===== src/rtl/stack_cpu_core.sv =====
// Stack CPU core: a FETCH/EXEC/WB machine over an internal operand stack, fetching
// from a combinational program memory addressed by pc. Faults and HALT are sticky.
module stack_cpu_core #(
    parameter int unsigned DATA_WIDTH   = 16,
    parameter int unsigned STACK_DEPTH  = 8,
    parameter int unsigned INSTR_WIDTH  = 16,
    parameter int unsigned PC_WIDTH     = 8,
    parameter bit          SSTEP_ENABLE = 1'b0
) (
    input  logic                             clk,
    input  logic                             reset_n,
    input  logic [INSTR_WIDTH-1:0]           instruction,
    input  logic                             single_step,
    output logic [PC_WIDTH-1:0]              pc,
    output logic [DATA_WIDTH-1:0]            result,
    output logic [$clog2(STACK_DEPTH+1)-1:0] depth,
    output logic                             retire,
    output logic                             error,
    output logic [1:0]                       error_code,
    output logic                             halt
);

    localparam int unsigned SW    = $clog2(STACK_DEPTH + 1);
    localparam int unsigned IW    = $clog2(STACK_DEPTH);
    localparam int unsigned IMM_W = INSTR_WIDTH - 6;

    localparam logic [4:0] OpPush = 5'b00000, OpAdd  = 5'b00001, OpSub  = 5'b00010;
    localparam logic [4:0] OpMul  = 5'b00011, OpDiv  = 5'b00100, OpMod  = 5'b00101;
    localparam logic [4:0] OpAnd  = 5'b00110, OpOr   = 5'b00111, OpInv  = 5'b01000;
    localparam logic [4:0] OpXor  = 5'b01001, OpDup  = 5'b01010, OpDrop = 5'b01011;
    localparam logic [4:0] OpSwap = 5'b01100, OpJz   = 5'b01101, OpJmp  = 5'b01110;
    localparam logic [4:0] OpHalt = 5'b11111;

    localparam logic [DATA_WIDTH-1:0] MinVal = {1'b1, {(DATA_WIDTH-1){1'b0}}};

    typedef enum logic [2:0] {StFetch, StExec, StWb, StError, StHalted} state_e;

    state_e                  state_q;
    logic [4:0]              op_q;
    logic [IMM_W-1:0]        imm_q;
    logic [PC_WIDTH-1:0]     pc_q, wb_pc_q;
    logic [SW-1:0]           sp_q, wb_sp_q;
    logic [DATA_WIDTH-1:0]   stk_q [STACK_DEPTH];
    logic [DATA_WIDTH-1:0]   wb_val_q;
    logic [IW-1:0]           wb_idx_q;
    logic                    wb_wr_q, wb_swap_q, wb_halt_q;
    logic                    retire_q, error_q, halt_q, ss_prev_q;
    logic [1:0]              err_code_q;

    // The reserved zero bit between opcode and immediate carries no meaning.
    logic unused_rsvd;
    assign unused_rsvd = instruction[IMM_W];

    logic signed [IMM_W-1:0]      imm_s;
    logic [DATA_WIDTH-1:0]        imm_ext, t_val, n_val;
    logic [IW-1:0]                idx_t, idx_n, idx_p;
    logic signed [DATA_WIDTH-1:0] t_s, n_s, quot, rem;

    assign imm_s   = imm_q;
    assign imm_ext = DATA_WIDTH'(imm_s);
    assign idx_t   = IW'(sp_q - SW'(1));
    assign idx_n   = IW'(sp_q - SW'(2));
    assign idx_p   = IW'(sp_q);
    assign t_val   = stk_q[idx_t];
    assign n_val   = stk_q[idx_n];

    // Signed divide; MIN / -1 wraps back to MIN and a zero divisor is faulted elsewhere.
    always_comb begin
        t_s  = t_val;
        n_s  = n_val;
        quot = '0;
        rem  = '0;
        if (t_val == '0) begin
            quot = '0;
        end else if (n_val == MinVal && t_val == '1) begin
            quot = n_s;
        end else begin
            quot = n_s / t_s;
            rem  = n_s % t_s;
        end
    end

    logic                  legal, grows, is_div, fault;
    logic                  ex_wr, ex_swap, ex_halt;
    logic [SW-1:0]         need, ex_sp;
    logic [1:0]            fault_code;
    logic [IW-1:0]         ex_idx;
    logic [DATA_WIDTH-1:0] ex_val;
    logic [PC_WIDTH-1:0]   ex_pc;

    always_comb begin
        legal   = 1'b1;
        grows   = 1'b0;
        is_div  = 1'b0;
        need    = '0;
        ex_wr   = 1'b0;
        ex_swap = 1'b0;
        ex_halt = 1'b0;
        ex_idx  = idx_n;
        ex_val  = '0;
        ex_sp   = sp_q - SW'(1);
        ex_pc   = pc_q + PC_WIDTH'(1);
        case (op_q)
            OpPush: begin
                grows = 1'b1; ex_wr = 1'b1; ex_idx = idx_p; ex_val = imm_ext;
                ex_sp = sp_q + SW'(1);
            end
            OpAdd: begin need = SW'(2); ex_wr = 1'b1; ex_val = n_val + t_val; end
            OpSub: begin need = SW'(2); ex_wr = 1'b1; ex_val = n_val - t_val; end
            OpMul: begin need = SW'(2); ex_wr = 1'b1; ex_val = n_val * t_val; end
            OpDiv: begin need = SW'(2); ex_wr = 1'b1; is_div = 1'b1; ex_val = quot; end
            OpMod: begin need = SW'(2); ex_wr = 1'b1; is_div = 1'b1; ex_val = rem; end
            OpAnd: begin need = SW'(2); ex_wr = 1'b1; ex_val = n_val & t_val; end
            OpOr:  begin need = SW'(2); ex_wr = 1'b1; ex_val = n_val | t_val; end
            OpXor: begin need = SW'(2); ex_wr = 1'b1; ex_val = n_val ^ t_val; end
            OpInv: begin
                need = SW'(1); ex_wr = 1'b1; ex_idx = idx_t; ex_val = ~t_val; ex_sp = sp_q;
            end
            OpDup: begin
                need = SW'(1); grows = 1'b1; ex_wr = 1'b1; ex_idx = idx_p; ex_val = t_val;
                ex_sp = sp_q + SW'(1);
            end
            OpDrop: need = SW'(1);
            OpSwap: begin need = SW'(2); ex_swap = 1'b1; ex_sp = sp_q; end
            OpJz: begin
                need = SW'(1);
                if (t_val == '0) ex_pc = imm_q[PC_WIDTH-1:0];
            end
            OpJmp: begin ex_sp = sp_q; ex_pc = imm_q[PC_WIDTH-1:0]; end
            OpHalt: begin ex_sp = sp_q; ex_pc = pc_q; ex_halt = 1'b1; end
            default: legal = 1'b0;
        endcase

        fault      = 1'b1;
        fault_code = 2'b00;
        if (!legal) begin
            fault_code = 2'b00;
        end else if (sp_q < need) begin
            fault_code = 2'b01;
        end else if (grows && sp_q == SW'(STACK_DEPTH)) begin
            fault_code = 2'b10;
        end else if (is_div && t_val == '0) begin
            fault_code = 2'b11;
        end else begin
            fault = 1'b0;
        end
    end

    always_ff @(posedge clk or negedge reset_n) begin
        if (!reset_n) begin
            state_q    <= StFetch;
            op_q       <= '0;
            imm_q      <= '0;
            pc_q       <= '0;
            sp_q       <= '0;
            wb_pc_q    <= '0;
            wb_sp_q    <= '0;
            wb_val_q   <= '0;
            wb_idx_q   <= '0;
            wb_wr_q    <= 1'b0;
            wb_swap_q  <= 1'b0;
            wb_halt_q  <= 1'b0;
            retire_q   <= 1'b0;
            error_q    <= 1'b0;
            err_code_q <= 2'b00;
            halt_q     <= 1'b0;
            ss_prev_q  <= 1'b0;
            for (int i = 0; i < STACK_DEPTH; i++) stk_q[i] <= '0;
        end else begin
            ss_prev_q <= single_step;
            retire_q  <= 1'b0;
            case (state_q)
                StFetch: begin
                    if (!SSTEP_ENABLE || (single_step && !ss_prev_q)) begin
                        op_q    <= instruction[INSTR_WIDTH-1 -: 5];
                        imm_q   <= instruction[IMM_W-1:0];
                        state_q <= StExec;
                    end
                end
                StExec: begin
                    if (fault) begin
                        error_q    <= 1'b1;
                        err_code_q <= fault_code;
                        state_q    <= StError;
                    end else begin
                        wb_wr_q   <= ex_wr;
                        wb_swap_q <= ex_swap;
                        wb_halt_q <= ex_halt;
                        wb_idx_q  <= ex_idx;
                        wb_val_q  <= ex_val;
                        wb_sp_q   <= ex_sp;
                        wb_pc_q   <= ex_pc;
                        retire_q  <= 1'b1;
                        state_q   <= StWb;
                    end
                end
                StWb: begin
                    // sp is still the pre-instruction value here, so T/N indices remain valid.
                    if (wb_swap_q) begin
                        stk_q[idx_t] <= n_val;
                        stk_q[idx_n] <= t_val;
                    end else if (wb_wr_q) begin
                        stk_q[wb_idx_q] <= wb_val_q;
                    end
                    sp_q <= wb_sp_q;
                    pc_q <= wb_pc_q;
                    if (wb_halt_q) begin
                        halt_q  <= 1'b1;
                        state_q <= StHalted;
                    end else begin
                        state_q <= StFetch;
                    end
                end
                default: ;
            endcase
        end
    end

    assign pc         = pc_q;
    assign depth      = sp_q;
    assign result     = (sp_q == '0) ? '0 : t_val;
    assign retire     = retire_q;
    assign error      = error_q;
    assign error_code = err_code_q;
    assign halt       = halt_q;

endmodule

===== config.mk =====
export PLATFORM = sky130hd
export DESIGN_NAME = stack_cpu_core
export DESIGN_NICKNAME = d
export VERILOG_FILES = /design/src/rtl/stack_cpu_core.sv
export SDC_FILE = /design/constraint.sdc
export NUM_CORES = 2
export LEC_CHECK = 0
export ABC_AREA = 0
export CELL_PAD_IN_SITES_DETAIL_PLACEMENT = 1
export CELL_PAD_IN_SITES_GLOBAL_PLACEMENT = 2
export CORE_MARGIN = 5
export CORE_UTILIZATION = 30
export DETAILED_ROUTE_END_ITERATION = 10
export PLACE_DENSITY = 0.73
export RECOVER_POWER = 100
export SYNTH_ARGS = -nofsm -noshare
export SYNTH_HDL_FRONTEND = slang
export SYNTH_SLANG_ARGS = --single-unit

===== constraint.sdc =====
create_clock -name clk -period 90.4 [get_ports clk]
set_input_delay 18.08 -clock clk [delete_from_list [all_inputs] [get_ports clk]]
set_output_delay 18.08 -clock clk [all_outputs]
set_load 0.05 [all_outputs]

==> summary.md <==
| Metric | Value |
|---|---|
| GR Overflow Total | 0 |
| Post-DP HPWL | around 92000 um |
| Final Max Slew Viols | approximately 650 |
| Main synth FF type | dfrtp_1 |
| Die H | roughly 320 um |
| CP Capture Type | register |
| Antenna Nets Post-Route | 0 |
| Synthesized Nets | 3941 |
| CP max stage delay | 2.46 ns |
| Setup CP Type | reg2reg |
| Drt pass-1 iters | 7 |
| DP Cell Count | 4771 |
| Run status | complete, but fails checks |
| Syn Inst Count | 3593 |
| Worst reg2reg setup slack | 34.44 ns |
| Nets | 3884 |
| Failing checks | capacitance limit, slew limit |
| DRC viols | 0 |
| Asr flop ratio synth | 1.00 |
| Setup_tns | 0 ns |
| Worst min path class | reg2reg |
| # hold bufs at CTS | 0 |
| Largest cells by area after synthesis | dfrtp_1 18%, ha_1 11%, fa_1 5.9% |
| Routed vias | ~29000 |
| Final period util | 0.619 |
| Worst skew pair latency | 0.49 ns |
| Clock transition at path regs | 0.07 ns |
| Fmax | approximately 18 MHz |
| Antenna violations before repair | 1 |
| Final hold vios | 0 |
| CTS buffer count | 17 |
| CP most frequent cell | o21ai_0 |
| Most frequent cell after synthesis | nand2_1 |
| Syn Area/Cell | 7.78 um2 |
| Layout area overhead | 8.64% |
| Clock skew | 0.0190 ns |
| Die span in x | 315 um |
| Vias in the first global route | approximately 29000 |
| Clk buf depth | 2 |
| CP startpoint kind | register |
| Hold WS | 0.463 ns |
| Routed WL per cell | ~26 um |
| Synth top area share | 0.176 |
| EDFF count, synth | 0 |
| Io pins | 52 |
| Post-CTS sizing | 0 |
| Starting Density | 0.301 |
| Mapped Area | around 0.028 mm2 |
| Global Route Usage Sum | 0.250 |
| CTS Root Cell | clkbuf_16 |
| Fill count | 11300 |
| CTS tree | built |
| Sequential fraction of the synthesis area | 0.176 |
| Final RePlAce weighted congestion | 0.903 |
| Rows | 112 |
| CP Max Fanout | 55 |
| First-pass GRT wire length | 190000 um |
| First DRT Iteration DRCs | 2450 |
| CP Data Required Time | between 90 and 100 ns |
| H-tree depth | 4 |
| I/O Buffers | between 40 and 50 |
| Yosys warns | 0 |
| Area leader, netlist | dfrtp_1 |
| Largest net degree at the start of global routing | 87 |
| Relative slew margins | -2.70 |
| Top cells by count, synth | 391 x nand2_1, 377 x nor2_1, 247 x ha_1, 234 x o21ai_0, 218 x a21oi_1 |
| Crit-path slowest cell | dfrtp_1 |
| Setup violations, final | 0 |
| Worst-Margin Slew | ~5.6 ns |
| Post-CTS setup buffer count | 0 |
| Via density | 5.93 |
| Clk sink count | 197 |
| Routed WL | 127000 um |
| Max-Cap Viols | 21 |
| Unrepaired setup endpoints after global routing | no |
| Non-filler instance count after layout | just under 5000 |
| Register bit total from synthesis | 197 |
| Fin crit period | 55.96 ns |
| Library cells used by synthesis | 105 |
| Die ar. | around 0.1 mm2 |
| Critical path arrival | 56.31 ns |
| CORE AREA | 0.0929 mm2 |
| Fraction of layout instances using a drive strength above 1 | 0.0797 |
-- path summary, 6_finish.rpt --
path | endpoint | cells past startpoint | start
setup / recovery | wb_val_q[14] | 160 | depth[0]
hold / removal | halt | 1 | halt
setup reg to reg | wb_val_q[14] | 160 | depth[0]
hold reg to reg | halt | 1 | halt
max in group asynchronous | wb_swap_q | 2 | reset_n
min in group asynchronous | stk_q[108] | 1 | reset_n
-- cell usage in the layout, fill, tap and decap left out, types with 15 or more instances in the layout --
cell           netlist  layout
a31oi_1             40      40
and3_1              23      23
a22oi_1            144     144
nor4_1              17      17
a21o_1              43      43
nand4_1             20      20
o21bai_1            16      16
xnor2_1            149     147
nor2b_1             42      40
nor3_1              75      72
clkbuf_1           168      31
o21ai_0            234     236
fa_1                82      82
or2_2               28      27
buf_4                8      68
o31ai_1             17      15
dlygate4sd3_1        0      48
a21boi_0            14      15
a221oi_1            27      27
mux2i_1             84      73
o22ai_1            136     136
nand2b_1            19      19
inv_1              212     213
mux2_2              48      47
mux4_2              44      44
dfrtp_1            197     196
nor2_1             377     379
o21a_1              44      44
xor2_1              46      47
nand3_1             65      64
o211ai_1            20      20
or3_1               31      31
clkbuf_16            0      17
ha_1               247     246
nand2_1            391     391
a21oi_1            218     219
-- sequential cells by signal, indices dropped and copies added, names as in the netlist --
register	cells
state_q	3
retire	1
depth	4
imm_q	10
wb_swap_q	1
halt	1
wb_halt_q	1
wb_pc_q	8
error	1
wb_idx_q	3
stk_q	128
op_q	5
wb_sp_q	4
wb_wr_q	1
pc	8
error_code	2
wb_val_q	16
-- cell families (layout without fill, tap and decap cells) --
group / Yosys count / in the layout / share of synthesized area
buf+inv: 447 / 403 / 0.0622
simple gates: 1154 / 1154 / 0.189
xor+xnor: 197 / 197 / 0.0630
mux: 176 / 176 / 0.0848
flops: 197 / 197 / 0.176
compound gates: 1093 / 1093 / 0.256
other cells: 0 / 1 / 0
fa+ha+maj: 329 / 329 / 0.169
-- stage by stage --
stage	setup WS, ns	instance area, um2	utilization
finish	34.44	30400	0.327
global route	30.29	30400	0.327
CTS	43.92	30600	0.329
detailed placement	44.09	30000	0.323
global placement	44.43	30000	0.323
floorplan	54.04	28000	-
-- layout make-up --
type / count / area [um2] / area share
diodes: 1 / 2.50 / 0.0000824
clock buffers: 17 / 425 / 0.0140
clock inverters: 15 / 140 / 0.00461
inverters: 224 / 841 / 0.0277
multi-input cells: 2949 / 21400 / 0.703
flip-flops and latches: 197 / 4930 / 0.162
well taps: 1254 / 1570 / 0.0516
repair buffers: 147 / 1110 / 0.0364
-- layer usage --
layer	vias to the layer above	part of all wire	track usage
met5	-	0	0
met4	0	0.035	0.0807
met3	211	0.063	0.0307
met2	998	0.46	0.411
met1	14400	0.44	0.343
li1	12900	-	-
-- worst max-delay path: cells and delay by family, from the launching register on --
family / cells / cell delay [ns]
and+or+nand+nor: 55 / 18.60
AOI/OAI and AO/OA: 69 / 17.97
buffers and inverters: 12 / 8.14
adders and majority gates: 17 / 6.01
DFF: 1 / 2.46
muxes: 5 / 1.81
xor gates and xnor gates: 2 / 0.63
Power is not shown: default switching activity piles up to over one toggle a cycle in this logic, so the estimate is an artifact.
